==> src/rtl/fetch_queue_pkg.sv <==
`default_nettype none
// ============================================================================
//  Module      : fetch_queue_pkg
//  Description : Shared core constants and types: immediate-source encodings,
//                fetch queue defaults and the queue entry layout.
//  Revision    : 1.0 - initial release
// ============================================================================
package fetch_queue_pkg;

    // Immediate-format select used by the downstream immediate extender
    typedef enum logic [1:0] {
        IMM_I = 2'b00,
        IMM_S = 2'b01,
        IMM_B = 2'b10,
        IMM_J = 2'b11
    } imm_src_e;

    // Default number of fetch queue entries
    localparam int          FQ_DEPTH     = 4;
    // addi x0, x0, 0 -- handed to decode whenever the queue is empty
    localparam logic [31:0] FQ_NOP_INSTR = 32'h0000_0013;

    // One queue entry, PC in the upper half
    typedef struct packed {
        logic [31:0] pc;
        logic [31:0] instr;
    } fq_entry_t;

endpackage : fetch_queue_pkg
`default_nettype wire

==> src/rtl/fetch_queue_if.sv <==
`default_nettype none
// ============================================================================
//  Module      : fetch_queue_if
//  Description : Fetch-to-decode handshake bundle. The master side is the
//                fetch/decode environment, the slave side is the queue.
//  Revision    : 1.0 - initial release
// ============================================================================
interface fetch_queue_if
    import fetch_queue_pkg::*;
#(
    parameter int DEPTH = FQ_DEPTH
);
    localparam int CW = $clog2(DEPTH) + 1;

    logic          InValid;
    logic          InReady;
    logic [31:0]   InInstr;
    logic [31:0]   InPC;
    logic          Flush;
    logic          OutValid;
    logic          OutReady;
    logic [31:0]   OutInstr;
    logic [31:0]   OutPC;
    logic [CW-1:0] Count;

    modport master (
        output InValid, InInstr, InPC, Flush, OutReady,
        input  InReady, OutValid, OutInstr, OutPC, Count
    );

    modport slave (
        input  InValid, InInstr, InPC, Flush, OutReady,
        output InReady, OutValid, OutInstr, OutPC, Count
    );

endinterface : fetch_queue_if
`default_nettype wire

==> src/rtl/fetch_queue_mem.sv <==
`default_nettype none
// ============================================================================
//  Module      : fetch_queue_mem
//  Description : DEPTH x DW register array, one synchronous write port, one
//                asynchronous read port, cleared by asynchronous reset.
//  Revision    : 1.0 - initial release
// ============================================================================
module fetch_queue_mem #(
    parameter int DEPTH = 4,
    parameter int AW    = $clog2(DEPTH),
    parameter int DW    = 64
) (
    input  wire logic          clk,
    input  wire logic          rst_n,
    input  wire logic          wr_en,
    input  wire logic [AW-1:0] wr_addr,
    input  wire logic [DW-1:0] wr_data,
    input  wire logic [AW-1:0] rd_addr,
    output logic      [DW-1:0] rd_data
);

    logic [DW-1:0] mem_q [DEPTH];
    logic [DW-1:0] mem_d [DEPTH];

    // Next array contents: only the addressed entry changes, and only on a write
    always_comb begin
        mem_d = mem_q;
        if (wr_en) begin
            mem_d[wr_addr] = wr_data;
        end
    end

    // Storage registers, wiped immediately when reset asserts
    always_ff @(posedge clk or negedge rst_n) begin
        if (!rst_n) begin
            mem_q <= '{default: '0};
        end else begin
            mem_q <= mem_d;
        end
    end

    assign rd_data = mem_q[rd_addr];

endmodule : fetch_queue_mem
`default_nettype wire

==> src/rtl/fetch_queue.sv <==
`default_nettype none
// ============================================================================
//  Module      : fetch_queue
//  Description : Circular instruction queue between fetch and decode. Ready
//                and valid come only from registered occupancy, so there is
//                no same-cycle bypass and no input-to-handshake path.
//  Revision    : 1.0 - initial release
// ============================================================================
module fetch_queue
    import fetch_queue_pkg::*;
#(
    parameter int          DEPTH     = FQ_DEPTH,
    parameter logic [31:0] NOP_INSTR = FQ_NOP_INSTR
) (
    input  wire logic     clk,
    input  wire logic     rst_n,
    fetch_queue_if.slave  bus
);

    localparam int AW = $clog2(DEPTH);
    localparam int CW = AW + 1;
    localparam logic [CW-1:0] C_FULL = CW'(DEPTH);

    logic [AW-1:0] wr_ptr_q, wr_ptr_d;
    logic [AW-1:0] rd_ptr_q, rd_ptr_d;
    logic [CW-1:0] count_q,  count_d;

    logic          in_ready;
    logic          out_valid;
    logic          push;
    logic          pop;
    logic          mem_we;
    fq_entry_t     wr_entry;
    fq_entry_t     head_entry;

    assign in_ready  = (count_q != C_FULL);
    assign out_valid = (count_q != '0);

    // Handshake qualification; a flush suppresses the storage write as well
    always_comb begin
        push           = bus.InValid && in_ready;
        pop            = out_valid && bus.OutReady;
        mem_we         = push && !bus.Flush;
        wr_entry.pc    = bus.InPC;
        wr_entry.instr = bus.InInstr;
    end

    // Pointer and occupancy next state; flush overrides push and pop
    always_comb begin
        wr_ptr_d = wr_ptr_q;
        rd_ptr_d = rd_ptr_q;
        count_d  = count_q;
        if (bus.Flush) begin
            wr_ptr_d = '0;
            rd_ptr_d = '0;
            count_d  = '0;
        end else begin
            if (push) begin
                wr_ptr_d = wr_ptr_q + 1'b1;
            end
            if (pop) begin
                rd_ptr_d = rd_ptr_q + 1'b1;
            end
            case ({push, pop})
                2'b10:   count_d = count_q + 1'b1;
                2'b01:   count_d = count_q - 1'b1;
                default: count_d = count_q;
            endcase
        end
    end

    // Pointer and occupancy registers
    always_ff @(posedge clk or negedge rst_n) begin
        if (!rst_n) begin
            wr_ptr_q <= '0;
            rd_ptr_q <= '0;
            count_q  <= '0;
        end else begin
            wr_ptr_q <= wr_ptr_d;
            rd_ptr_q <= rd_ptr_d;
            count_q  <= count_d;
        end
    end

    fetch_queue_mem #(
        .DEPTH (DEPTH),
        .AW    (AW),
        .DW    (64)
    ) u_mem (
        .clk     (clk),
        .rst_n   (rst_n),
        .wr_en   (mem_we),
        .wr_addr (wr_ptr_q),
        .wr_data (wr_entry),
        .rd_addr (rd_ptr_q),
        .rd_data (head_entry)
    );

    assign bus.InReady  = in_ready;
    assign bus.OutValid = out_valid;
    assign bus.OutInstr = out_valid ? head_entry.instr : NOP_INSTR;
    assign bus.OutPC    = out_valid ? head_entry.pc    : 32'h0;
    assign bus.Count    = count_q;

endmodule : fetch_queue
`default_nettype wire

==> src/flat_wrapper.sv <==
// flat-port wrapper written by rule: the top's interface ports become plain ports
module fetch_queue_flat import fetch_queue_pkg::*;
#(
    parameter int          DEPTH     = FQ_DEPTH,
    parameter logic [31:0] NOP_INSTR = FQ_NOP_INSTR
)
  (clk, rst_n, bus_InValid, bus_InInstr, bus_InPC, bus_Flush, bus_OutReady, bus_InReady, bus_OutValid, bus_OutInstr, bus_OutPC, bus_Count);
  fetch_queue_if #(.DEPTH(DEPTH)) bus_i ();
  input  wire logic clk;
  input  wire logic rst_n;
  input wire logic [$bits(bus_i.InValid)-1:0] bus_InValid;
  input wire logic [$bits(bus_i.InInstr)-1:0] bus_InInstr;
  input wire logic [$bits(bus_i.InPC)-1:0] bus_InPC;
  input wire logic [$bits(bus_i.Flush)-1:0] bus_Flush;
  input wire logic [$bits(bus_i.OutReady)-1:0] bus_OutReady;
  output wire logic [$bits(bus_i.InReady)-1:0] bus_InReady;
  output wire logic [$bits(bus_i.OutValid)-1:0] bus_OutValid;
  output wire logic [$bits(bus_i.OutInstr)-1:0] bus_OutInstr;
  output wire logic [$bits(bus_i.OutPC)-1:0] bus_OutPC;
  output wire logic [$bits(bus_i.Count)-1:0] bus_Count;
  assign bus_i.InValid = bus_InValid;
  assign bus_i.InInstr = bus_InInstr;
  assign bus_i.InPC = bus_InPC;
  assign bus_i.Flush = bus_Flush;
  assign bus_i.OutReady = bus_OutReady;
  assign bus_InReady = bus_i.InReady;
  assign bus_OutValid = bus_i.OutValid;
  assign bus_OutInstr = bus_i.OutInstr;
  assign bus_OutPC = bus_i.OutPC;
  assign bus_Count = bus_i.Count;
  fetch_queue #(.DEPTH(DEPTH), .NOP_INSTR(NOP_INSTR)) u_core (.clk(clk), .rst_n(rst_n), .bus(bus_i));
endmodule
==> config.mk <==
export PLATFORM = sky130hd
export DESIGN_NAME = fetch_queue_flat
export DESIGN_NICKNAME = d
export VERILOG_FILES = /design/src/rtl/fetch_queue_pkg.sv /design/src/rtl/fetch_queue_if.sv /design/src/rtl/fetch_queue_mem.sv /design/src/rtl/fetch_queue.sv /design/src/flat_wrapper.sv
export SDC_FILE = /design/constraint.sdc
export NUM_CORES = 1
export LEC_CHECK = 0
export ABC_CLOCK_PERIOD_IN_PS = 2620
export BUFFER_PORTS_ARGS = -buffer_cell sky130_fd_sc_hd__buf_4
export CAP_MARGIN = 10
export CORE_AREA = 2 2 160 162
export CTS_CLUSTER_DIAMETER = 200
export DETAILED_ROUTE_END_ITERATION = 10
export DIE_AREA = 0 0 162 164
export PLACE_DENSITY = 0.73
export SLEW_MARGIN = 10
export SYNTH_ARGS = -nofsm -noshare
export SYNTH_HDL_FRONTEND = slang
export SYNTH_SLANG_ARGS = --single-unit
==> constraint.sdc <==
create_clock -name clk -period 2.62 [get_ports clk]
set_input_delay 0.655 -clock clk [delete_from_list [all_inputs] [get_ports clk]]
set_output_delay 0.655 -clock clk [all_outputs]
set_load 0.01 [all_outputs]
Word-level counts from Yosys, hierarchy flattened. Index checks and enable logic that the tools add are counted.

$add $sub $neg: 4. $lt $le $gt $ge: 3. Equality and inequality tests: 3. Muxes and demuxes: 14. Bitwise gates (word level): 2. Reductions and logical operators: 9.

Operators by type and width (number): bitwise mux 256 bit (1); two-way mux 64 bit (3); binary-select mux 64 bit (select 2 bit) (1); demux 64 bit (select 2 bit) (1); two-way mux 32 bit (2); two-way mux 2 bit (4); >= comparator 3 bit, second input constant (2); NOT 2 -> 3 bit (2); case mux 3 bit (2 select lines) (1); nonzero test 3 bit (2); adder 2 x 1 -> 2 bit, second input constant (2); logical AND 1 bit (4); nonzero test 2 bit (2); adder 3 x 1 -> 3 bit, second input constant (1); < comparator 3 x 1 -> 1 bit, second input constant (1); two-way mux 3 bit (1); inequality test 3 bit, second input constant (1); subtractor 3 x 1 -> 3 bit, second input constant (1); equality test 2 x 1 -> 1 bit, second input constant (1); equality test 2 bit, second input constant (1); logical NOT 1 bit (1).

Register bits: 263. Bits of input ports: 69. Word-level logic and storage cells: 42.

Longest topological paths before layout.
Depth in word-level cells: 6. Depth in mapped cells: 8. Gate-level depth less buffers: 7.

By module. Synthesis repeated with hierarchy kept, for this count alone.

Cell total of the unflattened synthesis: 748. Area total of the unflattened synthesis: 12157.9 um2.

By module, submodules not included: fetch_queue_mem (times used 1, cells an instance 621, area an instance 11162.0 um2, sequential area each 6406.1 um2); fetch_queue (times used 1, cells an instance 127, area an instance 996.0 um2, sequential area each 175.2 um2).

Worst setup path before layout. No wires, ideal clock.

Path type: input-to-reg. Start point: in bus_InValid. End point: reg u_core.count_q[2], in the netlist u_core.bus.Count[2]. Setup time: 0.082 ns. Arrival time: 2.576 ns. Data required time: 2.538 ns. Setup slack: -0.037 ns. Cell stages on the path: 8. Path buffers: 1. Cells stage by stage: clkbuf_1 -> o21ai_0 -> nand2_1 -> nor2_1 -> fa_1 -> or4b_2 -> a21o_1 -> a31oi_1.

Cells in the longest elaborated chain, start to end: 4. Elaborated cells on any way between the ends: 6.

Ends and longest elaborated chain: from (decl) (line flat_wrapper.sv:11) `input wire logic [$bits(bus_i.InValid)-1:0] bus_InValid;`; logical AND 1 bit (*) (line fetch_queue.sv:41) `push = bus.InValid && in_ready;`; equality test 2 x 1 -> 1 bit or equality test 2 bit (tied branches) (line fetch_queue.sv:64) `case ({push, pop})`; case mux 3 bit (2 select lines) (line fetch_queue.sv:64); two-way mux 3 bit (line fetch_queue.sv:53) `if (bus.Flush) begin`; to (signal assigned) (line fetch_queue.sv:81) `count_q <= count_d;`; to (decl) (line fetch_queue.sv:26) `logic [CW-1:0] count_q, count_d;`.

Mark *: on every way between the ends. The rest lies on a longest branch, timed or not. A chain may end at the register's enable or synchronous reset.

Worst setup path in the final report.
Start point: reg u_core.rd_ptr_q[0]. End point: out bus_OutPC[13].

Cells in the longest elaborated chain, start to end: 5.

Ends and longest elaborated chain: from (decl) (line fetch_queue.sv:25) `logic [AW-1:0] rd_ptr_q, rd_ptr_d;`; from (signal assigned) (line fetch_queue.sv:80) `rd_ptr_q <= rd_ptr_d;`; NOT 2 -> 3 bit (implied by the code) (line fetch_queue_mem.sv:42) `assign rd_data = mem_q[rd_addr];`; binary-select mux 64 bit (select 2 bit) (line fetch_queue_mem.sv:42); two-way mux 64 bit (implied by the code) (2 in a row) (line fetch_queue_mem.sv:42); two-way mux 32 bit (line fetch_queue.sv:102) `assign bus.OutPC = out_valid ? head_entry.pc : 32'h0;`; to (decl) (line flat_wrapper.sv:19) `output wire logic [$bits(bus_i.OutPC)-1:0] bus_OutPC;`.

Every way passes these cells. The select of a mux whose other input is x is not followed.

==> results_dict.tcl <==
set metrics [dict create \
    start_util_pct 53.1 \
    grt_pass1_wl_mm 44.4 \
    hold_viol_final 0 \
    reg2reg_from "u_core.bus.Count[1]" \
    cp_top_family "flip-flops" \
    placed_area_mm2 0.0145 \
    critPathBufInv 4 \
    ys_ff_latch 263 \
    startpoint "u_core.rd_ptr_q[0]" \
    powerDensity_mw_per_mm2 1010 \
    die_h_um 164 \
    fill_cells 1777 \
    tritoncts "yes" \
    grt_pass1_vias 7691 \
    clkTransAtPathRegs_ns 0.06 \
    rows 58 \
    cp_slowest_cell "dfrtp_4" \
    cts_sinks 263 \
    crit_fanout 4 \
    die_w_um 162 \
    clkPwrFrac_pct 22.7 \
    async_flop_share_pct 100 \
    worstMarginPinSlew_ns 0.564 \
    synth_edf_count 0 \
    vias 6950 \
    layout.nets 1004 \
    ant_nets 0 \
    vias_per_cell 5.43 \
    overflow 0 \
    avgSynthCellArea_um2 17.5 \
    use_met1_pct 29.7 \
    ios 138 \
    dpl.cell_count 1206 \
    combPwrFrac_pct 37.2 \
    peakVddDrop_uv 550 \
    area_growth_pct 22.7 \
    grt_use_total_pct 21.4 \
    rsz0062_at_grt "true" \
    startpoint_type "flip-flop" \
    yosysSeqAreaShare_pct 50.0 \
    r2r_cells 5 \
    fin_crit_sh_pct 107 \
    ys_warn_count 0 \
    violations "negative setup slack" \
    drv_cap 0 \
    drive_gt1_share_pct 66.1 \
    timing.final.ws_setup_ns -0.191 \
    drt_iter0_markers 394 \
    port_buffers 137 \
    fp.coreArea_mm2 0.0248 \
    power.leakage_nw 7.82 \
    final_cell_mix "259 x dfrtp_1, 240 x mux2_4, 107 x buf_4, 64 x mux4_2, 60 x buf_6" \
    crit_path_end_kind "output port" \
    place.gp.congestion 0.716 \
    fin_cells 1279 \
    final_common_cell "dfrtp_1" \
    syn_nets 827 \
    grt_busiest_layer "met2" \
    fmax_mhz 356 \
    wl_per_cell_um 21.5 \
    r2r_slack_ns 0.25 \
    cts_buffers 28 \
    wl_mm 27.5 \
    use_met3_pct 4.04 \
    grt_util_met2_pct 35.4 \
    hold_class "input pin to asynchronous set/reset pin" \
    grt_max_degree 63 \
    rr_endpoint "u_core.u_mem.mem_q[183]" \
    seqPwrFrac_pct 40.2 \
    syn_area_mm2 0.0132 \
    grt_antenna_before_repair 0 \
    route.detailed.drc 0 \
    cts_root_buffer "clkbuf_16" \
    intPower_mw 12.1 \
    crit_chain "buf_12 > buf_12 > buf_6 > mux4_2 > and2_4 > buf_6" \
    report.final.setup_viol 64 \
    synthFlopType "dfrtp_1" \
    die_area_mm2 0.0266 \
    design_area_mm2 0.0162 \
    clockBufferDepth 3 \
    dp_hpwl_mm 16.5 \
    netlist_instances 753 \
    drv_slew 0 \
    power_switching_share_pct 26.3 \
    clock_skew_ns 0.00765 \
    worstPathRequired_ns 1.97 \
    ys_types 37 \
    switchingPower_mw 4.31 \
    status "finished with violations" \
    min_period_ns 2.81 \
    max_slew_margin_pct 62.4 \
    firstDrtPassIters 4 \
    h-tree-depth 1 \
    diodes 0 \
    cpPeakStageDelay_ns 0.51 \
    worstSkewPairLatency_ns 0.53 \
    crit_type "flip-flop to output port" \
    arrival_ns 2.16 \
]
==> cell families after synthesis <==
kind of cell | Yosys count | synth area share, %
AOI/OAI and AO/OA | 13 | 0.627
and+or+nand+nor | 92 | 4.52
buffers and inverters | 56 | 4.39
adders and majority gates | 5 | 0.532
muxes | 320 | 39.7
DFF | 263 | 50.0
xor gates and xnor gates | 4 | 0.266
==> sequential cells by signal, summed over array words and instances, names as in the netlist <==
name,flops
u_core.wr_ptr_q,2
u_core.rd_ptr_q,2
u_core.bus.Count,3
u_core.u_mem.mem_q,256
==> routing by layer <==
| metal | wire, um | share of wire (%) |
|---|---|---|
| met5 | 0 | 0 |
| met2 | 13500 | 49 |
| met3 | 1230 | 4.5 |
| met4 | 561 | 2.0 |
| met1 | 12200 | 44 |
==> worst max-delay path by stage <==
stage                     slack [ns]             endpoint  cells after the start
after floorplan                 0.09  u_core.bus.Count[2]                      7
after global placement          0.14  u_core.bus.Count[2]                      8
after detailed placement        0.13  u_core.bus.Count[2]                      8
after CTS                      -0.22        bus_OutPC[13]                      6
after global routing           -0.24      bus_OutInstr[4]                      5
final                          -0.19        bus_OutPC[13]                      6
==> area by class of cell <==
| class | instances | area (um^2) | area share, % |
|---|---|---|---|
| repair buffers | 198 | 2110 | 13.1 |
| well taps | 330 | 413 | 2.55 |
| flip-flops and latches | 263 | 6590 | 40.8 |
| inverters | 5 | 21.3 | 0.132 |
| multi-input cells | 434 | 6170 | 38.2 |
| clock inverters | 6 | 30.0 | 0.186 |
| clock buffers | 43 | 828 | 5.13 |
==> power groups by stage <==
| stage | clock network, mW | registers (mW) | logic, mW |
|---|---|---|---|
| 2_1_floorplan | 0 | 6.25 | 3.97 |
| 3_3_place_gp | 0 | 6.52 | 5.15 |
| 3_5_place_dp | 0 | 6.55 | 5.27 |
| 4_1_cts | 3.78 | 6.55 | 6.09 |
| 5_1_grt | 3.95 | 6.74 | 6.48 |
| 6_report | 3.71 | 6.57 | 6.08 |
==> through the flow <==
step	utilization (%)	setup slack [ns]	hold slack (ns)	TNS [ns]	total power [mW]
after global routing	65.1	-0.236	0.0963	-11.80	17.2
after floorplan	-	0.0890	0.359	0	10.2
final	65.1	-0.191	0.0746	-8.01	16.4
after global placement	58.6	0.144	0.483	0	11.7
after detailed placement	58.6	0.128	0.488	0	11.8
after CTS	64.9	-0.216	0.0858	-10.04	16.4
==> Yosys cell counts, drive strengths merged, types with 4 or more instances <==
cell type / number / area share (%)
dfrtp: 263 / 50
mux2: 256 / 29
mux4: 64 / 11
and2: 61 / 2.9
buf: 39 / 3.9
clkbuf: 12 / 0.34
nand2: 8 / 0.60
nor2: 7 / 0.20
a21oi: 5 / 0.19
ha: 4 / 0.38
inv: 4 / 0.11
nand3: 4 / 0.15
==> timing repair <==
| item | CTS | global route |
|---|---|---|
| resized for setup | 133 | 9 |
| hold buffers | 0 | 0 |
| cloned | 5 | 1 |
| pin swaps | 27 | 0 |
| setup buffers | 15 | 5 |
| setup endpoints to repair | 65 | 64 |
No activity file was read; power rests on OpenSTA's default activity.
